<file path="src/rtl/tft_fb_arbiter_pkg.sv">
// Shared types for the TFT framebuffer path: pixel format, read-return tags and
// arbiter states, plus panel geometry defaults used by the timing generator.
package tft_pkg;

  localparam int unsigned H_ACTIVE_DEF = 800;
  localparam int unsigned V_ACTIVE_DEF = 480;

  typedef logic [23:0] pixel_t;

  typedef enum logic [1:0] {TAG_NONE, TAG_DISP, TAG_HOST, TAG_DROP} tag_e;

  typedef enum logic [1:0] {S_IDLE, S_FETCH, S_DONE} state_e;

  // A frame restart turns outstanding display reads into discards.
  function automatic tag_e retag_on_restart(input tag_e t);
    return (t == TAG_DISP) ? TAG_DROP : t;
  endfunction

endpackage

</file>
<file path="src/rtl/tft_fb_arbiter_pix_fifo.sv">
// Pixel prefetch FIFO: synchronous, flushable, first-word-fall-through head that
// reads as zero whenever the FIFO is empty.
module tft_pix_fifo
  import tft_pkg::*;
#(
  parameter  int unsigned DEPTH = 64,
  localparam int unsigned CNT_W = $clog2(DEPTH + 1)
) (
  input  logic             clk,
  input  logic             rst_n,
  input  logic             flush,
  input  logic             push,
  input  pixel_t           wdata,
  input  logic             pop,
  output pixel_t           head,
  output logic             empty,
  output logic [CNT_W-1:0] count
);

  localparam int unsigned PTR_W = $clog2(DEPTH);

  pixel_t           mem [DEPTH];
  logic [PTR_W-1:0] wr_ptr;
  logic [PTR_W-1:0] rd_ptr;
  logic             do_pop;

  assign empty  = (count == '0);
  assign do_pop = pop && !empty;
  assign head   = empty ? '0 : mem[rd_ptr];

  always_ff @(posedge clk or negedge rst_n) begin
    if (!rst_n) begin
      wr_ptr <= '0;
      rd_ptr <= '0;
      count  <= '0;
    end else if (flush) begin
      wr_ptr <= '0;
      rd_ptr <= '0;
      count  <= '0;
    end else begin
      if (push)   wr_ptr <= wr_ptr + PTR_W'(1);
      if (do_pop) rd_ptr <= rd_ptr + PTR_W'(1);
      case ({push, do_pop})
        2'b10:   count <= count + CNT_W'(1);
        2'b01:   count <= count - CNT_W'(1);
        default: count <= count;
      endcase
    end
  end

  // Storage needs no reset: the head is masked while the FIFO is empty.
  always_ff @(posedge clk) begin
    if (push && !flush) mem[wr_ptr] <= wdata;
  end

endmodule

</file>
<file path="src/rtl/tft_fb_arbiter.sv">
// Single-port framebuffer arbiter: prefetches the active frame into a pixel FIFO
// for the panel and gives every spare RAM slot to the host, with a starvation bound.
module tft_fb_arbiter
  import tft_pkg::*;
#(
  parameter int unsigned H_ACTIVE      = H_ACTIVE_DEF,
  parameter int unsigned V_ACTIVE      = V_ACTIVE_DEF,
  parameter int unsigned ADDR_W        = 19,
  parameter int unsigned BASE_ADDR     = 0,
  parameter int unsigned FIFO_DEPTH    = 64,
  parameter int unsigned LOW_WM        = 16,
  parameter int unsigned MEM_LAT       = 2,
  parameter int unsigned HOST_MAX_WAIT = 32
) (
  input  logic              i_clk,
  input  logic              i_rst_n,
  input  logic              i_frame_start,
  input  logic              i_pix_rd,
  output pixel_t            o_pixel,
  output logic              o_pix_empty,
  output logic              o_underrun,
  input  logic              i_host_req,
  input  logic              i_host_we,
  input  logic [ADDR_W-1:0] i_host_addr,
  input  pixel_t            i_host_wdata,
  output logic              o_host_gnt,
  output logic              o_host_rvalid,
  output pixel_t            o_host_rdata,
  output logic              o_mem_req,
  output logic              o_mem_we,
  output logic [ADDR_W-1:0] o_mem_addr,
  output pixel_t            o_mem_wdata,
  input  pixel_t            i_mem_rdata
);

  localparam int unsigned TOTAL  = H_ACTIVE * V_ACTIVE;
  localparam int unsigned FC_W   = $clog2(TOTAL + 1);
  localparam int unsigned CNT_W  = $clog2(FIFO_DEPTH + 1);
  localparam int unsigned OCC_W  = $clog2(FIFO_DEPTH + MEM_LAT + 1);
  localparam int unsigned WAIT_W = $clog2(HOST_MAX_WAIT + 1);

  state_e              state;
  logic [FC_W-1:0]     fetch_cnt;
  tag_e                tag_pipe [MEM_LAT];
  logic [WAIT_W-1:0]   wait_cnt;
  logic [CNT_W-1:0]    fifo_cnt;
  logic [OCC_W-1:0]    inflight;
  logic [OCC_W-1:0]    occupancy;
  logic [ADDR_W-1:0]   disp_addr;
  logic                room, urgent, starve, prio_disp;
  logic                host_sel, disp_sel, disp_push;
  tag_e                ret_tag;

  // Outstanding display reads count against FIFO space so the FIFO can never overflow.
  always_comb begin
    inflight = '0;
    for (int i = 0; i < int'(MEM_LAT); i++) begin
      if (tag_pipe[i] == TAG_DISP) inflight = inflight + OCC_W'(1);
    end
  end

  assign occupancy = OCC_W'(fifo_cnt) + inflight;
  assign room      = occupancy < OCC_W'(FIFO_DEPTH);
  assign urgent    = (state == S_FETCH) && (occupancy < OCC_W'(LOW_WM));
  assign starve    = wait_cnt >= WAIT_W'(HOST_MAX_WAIT);
  assign prio_disp = urgent && room && !starve && !i_frame_start;
  assign host_sel  = i_rst_n && i_host_req && !prio_disp;
  assign disp_sel  = prio_disp ||
                     ((state == S_FETCH) && room && !i_host_req && !i_frame_start);
  assign disp_addr = ADDR_W'(BASE_ADDR) + ADDR_W'(fetch_cnt);

  assign o_host_gnt  = host_sel;
  assign o_mem_req   = host_sel || disp_sel;
  assign o_mem_we    = host_sel && i_host_we;
  assign o_mem_addr  = host_sel ? i_host_addr : (disp_sel ? disp_addr : '0);
  assign o_mem_wdata = (host_sel && i_host_we) ? i_host_wdata : '0;

  assign ret_tag   = tag_pipe[MEM_LAT-1];
  assign disp_push = (ret_tag == TAG_DISP) && !i_frame_start;

  always_ff @(posedge i_clk or negedge i_rst_n) begin
    if (!i_rst_n) begin
      state     <= S_IDLE;
      fetch_cnt <= '0;
    end else if (i_frame_start) begin
      state     <= S_FETCH;
      fetch_cnt <= '0;
    end else if (disp_sel) begin
      fetch_cnt <= fetch_cnt + FC_W'(1);
      if (fetch_cnt == FC_W'(TOTAL - 1)) state <= S_DONE;
    end
  end

  // Tag pipe mirrors the RAM read latency; its last stage names the data on i_mem_rdata.
  always_ff @(posedge i_clk or negedge i_rst_n) begin
    if (!i_rst_n) begin
      for (int i = 0; i < int'(MEM_LAT); i++) tag_pipe[i] <= TAG_NONE;
    end else begin
      tag_pipe[0] <= disp_sel ? TAG_DISP :
                     (host_sel && !i_host_we) ? TAG_HOST : TAG_NONE;
      for (int i = 1; i < int'(MEM_LAT); i++) begin
        tag_pipe[i] <= i_frame_start ? retag_on_restart(tag_pipe[i-1]) : tag_pipe[i-1];
      end
    end
  end

  always_ff @(posedge i_clk or negedge i_rst_n) begin
    if (!i_rst_n) begin
      o_host_rvalid <= 1'b0;
      o_host_rdata  <= '0;
      wait_cnt      <= '0;
      o_underrun    <= 1'b0;
    end else begin
      o_host_rvalid <= (ret_tag == TAG_HOST);
      if (ret_tag == TAG_HOST) o_host_rdata <= i_mem_rdata;
      wait_cnt <= (i_host_req && !host_sel) ? wait_cnt + WAIT_W'(1) : '0;
      if (i_frame_start)                o_underrun <= 1'b0;
      else if (i_pix_rd && o_pix_empty) o_underrun <= 1'b1;
    end
  end

  tft_pix_fifo #(
    .DEPTH (FIFO_DEPTH)
  ) u_fifo (
    .clk   (i_clk),
    .rst_n (i_rst_n),
    .flush (i_frame_start),
    .push  (disp_push),
    .wdata (i_mem_rdata),
    .pop   (i_pix_rd),
    .head  (o_pixel),
    .empty (o_pix_empty),
    .count (fifo_cnt)
  );

endmodule

</file>
<file path="config.mk">
export PLATFORM = sky130hd
export DESIGN_NAME = tft_fb_arbiter
export DESIGN_NICKNAME = d
export VERILOG_FILES = /design/src/rtl/tft_fb_arbiter_pkg.sv /design/src/rtl/tft_fb_arbiter_pix_fifo.sv /design/src/rtl/tft_fb_arbiter.sv
export SDC_FILE = /design/constraint.sdc
export NUM_CORES = 2
export LEC_CHECK = 0
export CAP_MARGIN = 20
export CORE_ASPECT_RATIO = 1.75
export CORE_UTILIZATION = 55
export DETAILED_ROUTE_END_ITERATION = 10
export PLACE_DENSITY = 0.72
export SLEW_MARGIN = 20
export SYNTH_ARGS = -nofsm -noshare
export SYNTH_HDL_FRONTEND = slang
export SYNTH_SLANG_ARGS = --single-unit
</file>
<file path="constraint.sdc">
create_clock -name i_clk -period 7.4 [get_ports i_clk]
set_input_delay 0.74 -clock i_clk [delete_from_list [all_inputs] [get_ports i_clk]]
set_output_delay 0.74 -clock i_clk [all_outputs]
set_load 0.03 [all_outputs]
</file>
=== After elaboration in Yosys (flattened, before gate mapping) ===
Memory sizes are Yosys's and may differ from the RTL's.
Index checks and enable logic that the tools add are counted.

* Register bits after elaboration: 76
* Bits in writable memories: 1536
* Bits of input ports: 73
* Output and inout port bits: 97
* Word-level logic and storage cells: 89
* Memories: 1

{| class="wikitable"
|+ Memory list
! name !! depth !! width !! read ports !! clocked after memory_dff !! wr ports !! RTL line !! text
|-
| u_fifo.mem || 64 || 24 || 1 || 0 || 1 || tft_fb_arbiter_pix_fifo.sv:22 || <nowiki>pixel_t mem [DEPTH];</nowiki>
|}

* $add $sub $neg: 8
* $lt $le $gt $ge: 3
* Eq/ne operators: 7
* Multiplexer cells: 26
* Reduce and logical (&&, ||, !) cells: 33

{| class="wikitable"
|+ Operators with widths
! kind !! number
|-
| 2-to-1 mux 19 bit || 4
|-
| 2-to-1 mux 24 bit || 2
|-
| 2-to-1 mux 6 bit || 5
|-
| adder 19 x 1 -> 19 bit, second input constant || 1
|-
| == test 19 bit, second input constant || 1
|-
| adder 6 x 1 -> 6 bit, second input constant || 3
|-
| logical AND 1 bit || 16
|-
| adder 7 x 1 -> 7 bit, second input constant || 2
|-
| 2-to-1 mux 2 bit || 7
|-
| 2-to-1 mux 7 bit || 2
|-
| case mux 7 bit (2 select lines) || 1
|-
| nonzero test 2 bit || 5
|-
| == test 2 x 1 -> 1 bit, second input constant || 4
|-
| adder 7 bit || 1
|-
| zero test 1 bit || 7
|-
| zero test 7 bit || 1
|-
| < comparator 7 x 5 -> 1 bit, second input constant || 1
|-
| < comparator 7 bit, second input constant || 1
|-
| subtractor 7 x 1 -> 7 bit, second input constant || 1
|-
| >= comparator 6 bit, second input constant || 1
|-
| 2-to-1 mux 1 bit || 5
|-
| == test 2 bit, second input constant || 2
|-
| nonzero test 3 bit || 1
|-
| logical OR 1 bit || 2
|-
| AND reduction 2 bit || 1
|}

=== Longest topological paths before layout ===
* Depth in word-level cells: 15
* Mapped depth: 11
* Depth with buffers taken out: 9

=== By module ===
A second synthesis with hierarchy kept.

* Cells, all modules: 3037
* Area total of the unflattened synthesis: 63115.5 um^2

{| class="wikitable"
|+ Modules (own cells, without submodules)
! module !! instances !! cells an instance !! area an instance (um^2) !! seq. area each (um^2)
|-
| tft_pix_fifo || 1 || 2747 || 60121.4 || 46599.7
|-
| tft_fb_arbiter || 1 || 290 || 2994.1 || 1426.4
|}

=== Worst setup path after synthesis ===
OpenSTA, ideal clock, no wires.

* Path type: reg-to-output
* From: reg tag_pipe, in the netlist ret_tag[1]
* To: out o_mem_addr[0]
* Data arrival time: 2546 ps
* Data required time: 6660 ps
* Setup slack: 4114 ps
* Stages on the path, launching flop included: 12
* Path buffers: 2
* Path through: dfrtp_1 > nand2b_1 > inv_2 > ha_1 > ha_1 > a31oi_2 > nor3_2 > nor4b_4 > buf_6 > nor2_1 > buf_2 > a22o_1

* Word-level cells in the longest chain between the ends: 11
* Elaborated cells between the ends (all ways): 17
* Those cells by class: add/sub (1); order compare (2); eq/ne (1); mux (3); reduce/logical (10)

{| class="wikitable"
|+ Ends and longest elaborated chain
! what !! RTL line !! text
|-
| from (decl) || tft_fb_arbiter.sv:44 || <nowiki>tag_e tag_pipe [MEM_LAT];</nowiki>
|-
| from (signal, indexed assignment) || tft_fb_arbiter.sv:102 || <nowiki>tag_pipe[i] <= i_frame_start ? retag_on_restart(tag_pipe[i-1]) : tag_pipe[i-1];</nowiki>
|-
| == test 2 x 1 -> 1 bit (*) || tft_fb_arbiter.sv:58 || <nowiki>if (tag_pipe[i] == TAG_DISP) inflight = inflight + OCC_W'(1);</nowiki>
|-
| 2-to-1 mux 7 bit (*) || tft_fb_arbiter.sv:58 ||
|-
| adder 7 bit (*) || tft_fb_arbiter.sv:62 || <nowiki>assign occupancy = OCC_W'(fifo_cnt) + inflight;</nowiki>
|-
| < comparator 7 x 5 -> 1 bit || tft_fb_arbiter.sv:64 || <nowiki>assign urgent = (state == S_FETCH) && (occupancy < OCC_W'(LOW_WM));</nowiki>
|-
| logical AND 1 bit || tft_fb_arbiter.sv:64 ||
|-
| logical AND 1 bit (3 in series) || tft_fb_arbiter.sv:66 || <nowiki>assign prio_disp = urgent && room && !starve && !i_frame_start;</nowiki>
|-
| logical OR 1 bit or zero test 1 bit (tied branches) || tft_fb_arbiter.sv:68, tft_fb_arbiter.sv:67 ||
|-
| 2-to-1 mux 19 bit or logical AND 1 bit (tied branches) || tft_fb_arbiter.sv:75, tft_fb_arbiter.sv:67 ||
|-
| 2-to-1 mux 19 bit (*) || tft_fb_arbiter.sv:75 || <nowiki>assign o_mem_addr = host_sel ? i_host_addr : (disp_sel ? disp_addr : '0);</nowiki>
|-
| to (decl) || tft_fb_arbiter.sv:31 || <nowiki>output logic [ADDR_W-1:0] o_mem_addr,</nowiki>
|}

Mark *: on every way between the ends. The rest lies on a longest branch, timed or not.

=== Worst setup path in the final report ===
* From: reg u_fifo.rd_ptr[2]
* To: out o_pixel[20]

* Word-level cells in the longest chain between the ends: 2

{| class="wikitable"
|+ Ends and longest elaborated chain
! what !! RTL line !! text
|-
| from (decl) || tft_fb_arbiter_pix_fifo.sv:24 || <nowiki>logic [PTR_W-1:0] rd_ptr;</nowiki>
|-
| from (signal assigned) || tft_fb_arbiter_pix_fifo.sv:42 || <nowiki>if (do_pop) rd_ptr <= rd_ptr + PTR_W'(1);</nowiki>
|-
| memory read (64 x 24 bit) || -- ||
|-
| 2-to-1 mux 24 bit || tft_fb_arbiter_pix_fifo.sv:29 || <nowiki>assign head = empty ? '0 : mem[rd_ptr];</nowiki>
|-
| to (decl) || tft_fb_arbiter.sv:19 || <nowiki>output pixel_t o_pixel,</nowiki>
|}

No other way between the ends.

==> results.tsv <==
stage	metric	value	unit
sta	worst slew pin tran	1190	ps
clock_tree	CTS tree	done	
sta	Setup violations, final	0	
worst_setup_path	Req. time, crit path	6660	ps
logic_synthesis	Distinct cells, synth	76	
global_route	vias in the first global route	33700	
power_and_ir_drop	Internal Pwr Total	0.0159	W
global_route	first-pass GRT wire length	239000	um
sta	Relative slew margins	20.5	%
detailed_routing	DRC viols	0	
place	post-place setup slack	2030	ps
power_and_ir_drop	switching pwr	0.00604	W
worst_setup_path	r2r endpoint	fetch_cnt[1]$_DFFE_PN0P_	
detailed_routing	routed vias	32900	
clock_tree	Hold Buf Count CTS	0	
clock_tree	CTS Buf Count	135	
detailed_routing	drt first pass iters	8	
logic_synthesis	post-synthesis async set-or-reset flop share	4.71	%
clock_tree	H-tree levels	4	
floorplanning	core footprint	113000	um^2
global_route	GRT overflow	0	
logic_synthesis	Ys Warns	0	
floorplanning	Die W	257	um
clock_tree	clk root buf	clkbuf_16	
logic_synthesis	Top FF cell, synth	edfxtp_1	
place	IO Port Bufs	169	
clock_tree	Clock transition at path regs	70	ps
floorplanning	Die ar.	116000	um^2
power_and_ir_drop	Net Sw Frac	27.5	%
logic_synthesis	mapped cell area	62800	um^2
run_status	status	finished, final reports clean	
power_and_ir_drop	Pwr Density	311	nW/um^2
sta	final period utilization	84.8	%
logic_synthesis	post-synthesis sequential area ratio	76.4	%
worst_setup_path	setup slack, reg-to-reg	4120	ps
cells_and_area	nets	3343	
detailed_routing	drt total wl	169000	um
cells_and_area	layout cell share with drive strength beyond 1	22.5	%
global_route	antenna violations before repair	4	
worst_setup_path	Worst Path Class, Setup	register to output pin	
cells_and_area	Area Overhead vs Synth	12.6	%
sta	Final Hold Fails	0	
detailed_routing	WL/cell	35.0	um
clock_tree	clk_lat worst skew	760	ps
detailed_routing	DR vias/cell	6.81	
power_and_ir_drop	sequential share of power	46.9	%
power_and_ir_drop	Pwr Total	0.0220	W
sta	Pins Over Slew Limit	0	
cells_and_area	fill count	7562	
job	number of max-cap violations	0	
cells_and_area	Layout Cells excl Fill	4840	
worst_setup_path	CP endpoint	o_pixel[20]	
global_route	Tot GR Track Use	29.6	%
worst_setup_path	WP data arrival	5540	ps
logic_synthesis	Gate Count Post-Synth	3015	
cells_and_area	diode count	0	
clock_tree	number of setup buffers added after CTS	0	
worst_setup_path	Setup crit start	u_fifo.rd_ptr[2]$_DFFE_PN0P_	
power_and_ir_drop	Leakage	22.0	nW
detailed_routing	post-detailed-route count of antenna-violating nets	0	
logic_synthesis	Post-synth EDFFs	1536	
floorplanning	initial core utilization	55.6	%
sta	hold slack	69.9	ps
logic_synthesis	Net Count, Synth	3101	
worst_setup_path	kind of end point of the critical path	output pin	
sta	RSZ-0062 raised after global routing	no	
sta	setup TNS	0	ps
detailed_routing	Starting DRT DRC Count	4130	
clock_tree	clk sinks	1612	
power_and_ir_drop	Comb pwr share	21.3	%
worst_setup_path	Setup crit start kind	register	
global_route	largest net degree at the start of global routing	131	
clock_tree	post-CTS resize count	0	
worst_hold_path	Hold Crit Class	input pin to async pin	
power_and_ir_drop	clock power share	31.8	%
place	GP Congestion	0.891	
worst_setup_path	CP Max Fanout	36	
floorplanning	num rows	163	
place	Detail Placement HPWL	96100	um
floorplanning	die height	449	um
logic_synthesis	register bit count reported by yosys	1612	
sta	final worst slack	1120	ps
sta	fmax	159	MHz
floorplanning	Ports	170	
place	DP Cell Count	4604	
logic_synthesis	Syn Area/Cell	20.8	um^2
sta	Worst Clk Skew	16.6	ps
power_and_ir_drop	worst IR drop on VDD	0.331	mV
worst_setup_path	worst r2r src	ret_tag[0]$_DFF_PN0_	
sta	post-layout min period	6280	ps
worst_setup_path	FF-to-FF path depth	10	
clock_tree	largest buffer count on any clock path	3	
## worst min path at each step
stage,startpoint,to,slack (ps),depth (start not counted)
final,i_rst_n,o_host_rvalid$_DFF_PN0_,70,2
after global routing,i_rst_n,o_host_rvalid$_DFF_PN0_,90,2
after CTS,i_rst_n,o_host_rvalid$_DFF_PN0_,250,2
after detailed placement,tag_pipe[2]$_DFF_PN0_,ret_tag[0]$_DFF_PN0_,400,0
after global placement,tag_pipe[2]$_DFF_PN0_,ret_tag[0]$_DFF_PN0_,380,0
after floorplan,tag_pipe[3]$_DFF_PN0_,ret_tag[1]$_DFF_PN0_,430,1
## registers in the layout (all words and copies together) (netlist names), 6 cells and up
register / cells
fetch_cnt: 19
o_host_rdata: 24
u_fifo.count: 7
u_fifo.mem: 1536
u_fifo.rd_ptr: 6
u_fifo.wr_ptr: 6
wait_cnt: 6
## final cells by class
type	count	area (um^2)	share of cell area, %
multi-input combinational	1208	14000	19.7
inverter	7	26.3	0.0371
clock buffer	165	3650	5.16
clock inverter	70	584	0.826
timing repair buffer	293	2630	3.72
sequential	1612	48000	67.9
tap	1485	1860	2.63
## placed cells by master, fill, tap and decap left out, types with 5 or more instances in the layout
cell type and count:
nor2_1 30, mux4_2 288, buf_12 10, nor2_2 65, or4_1 13, inv_1 6, dfrtp_1 72, and3_1 29
clkdlybuf4s50_1 144, a22o_1 93, clkbuf_1 22, buf_2 21, edfxtp_1 1536, clkbuf_16 142, nand3_1 10, mux2_2 24
clkinv_1 28, xor2_1 7, mux2i_1 197, a22oi_1 48, o31ai_1 11, xnor2_1 8, o22ai_1 10, bufinv_16 9
nand4_1 11, nor2b_1 7, buf_4 118, a211oi_1 57, ha_1 12, clkinv_2 21, o32ai_1 24, nor3b_2 5
nand2_1 28, o221ai_1 86, a21oi_1 59
## power by group through the flow
stage | clock (W) | sequential (W) | combinational, W
after detailed placement | 0 | 0.0105 | 0.00464
after global routing | 0.00737 | 0.0103 | 0.00486
final | 0.00698 | 0.0103 | 0.00468
after global placement | 0 | 0.0105 | 0.00458
after CTS | 0.00704 | 0.0103 | 0.00466
after floorplan | 0 | 0.0105 | 0.00300
## layer usage
layer | up-vias | track usage [%] | wire, um
li1 | 13200 | - | -
met1 | 17100 | 35.2 | 56200
met2 | 2136 | 49.1 | 85400
met3 | 479 | 5.26 | 14600
met4 | 0 | 20.3 | 13200
met5 | - | 0 | 0
## through the flow
stage	util, %	cell area, um^2
after floorplan	-	62800
after CTS	62.6	70700
after global routing	62.6	70800
final	62.6	70800
after global placement	58.8	66500
after detailed placement	58.8	66500
## Yosys cell counts (6+ instances only)
cell type / instances / area (um^2)
edfxtp_1: 1536 / 46100
mux4_2: 288 / 6490
mux2i_1: 197 / 1970
nor2_1: 96 / 360
a22o_1: 93 / 815
o221ai_1: 86 / 753
clkbuf_1: 79 / 297
dfrtp_1: 76 / 1900
a211oi_1: 61 / 458
buf_2: 60 / 300
a21oi_1: 59 / 295
a22oi_1: 48 / 360
and3_1: 29 / 181
nand2_1: 28 / 105
mux2_2: 24 / 270
o32ai_1: 24 / 210
buf_6: 21 / 236
buf_4: 15 / 113
or4_1: 13 / 97.6
ha_1: 12 / 150
nand3_1: 11 / 55.1
nand4_1: 11 / 68.8
nor2b_1: 11 / 68.8
o31ai_1: 11 / 82.6
o22ai_1: 10 / 62.6
buf_1: 8 / 30.0
xnor2_1: 8 / 70.1
xor2_1: 7 / 61.3
inv_1: 6 / 22.5
## kinds of logic (layout without fill, tap and decap cells)
kind of cell    Yosys count  count (layout)  share of synthesized area, %
mux                     512             512                          13.9
fa+ha+maj                13              13                         0.271
simple gates            248             248                          2.20
compound gates          419             419                          5.21
flops                  1612            1612                          76.4
xor+xnor                 16              16                         0.235
buf+inv                 195             535                          1.70
## critical path: stages (launching register included)
cell,delay [ps]
dfrtp_4,850
buf_4,590
nand3b_1,690
buf_4,460
o221ai_1,210
a211oi_1,180
o32ai_1,880
clkdlybuf4s50_1,840
Note: power is estimated with default switching activity, not from simulation.
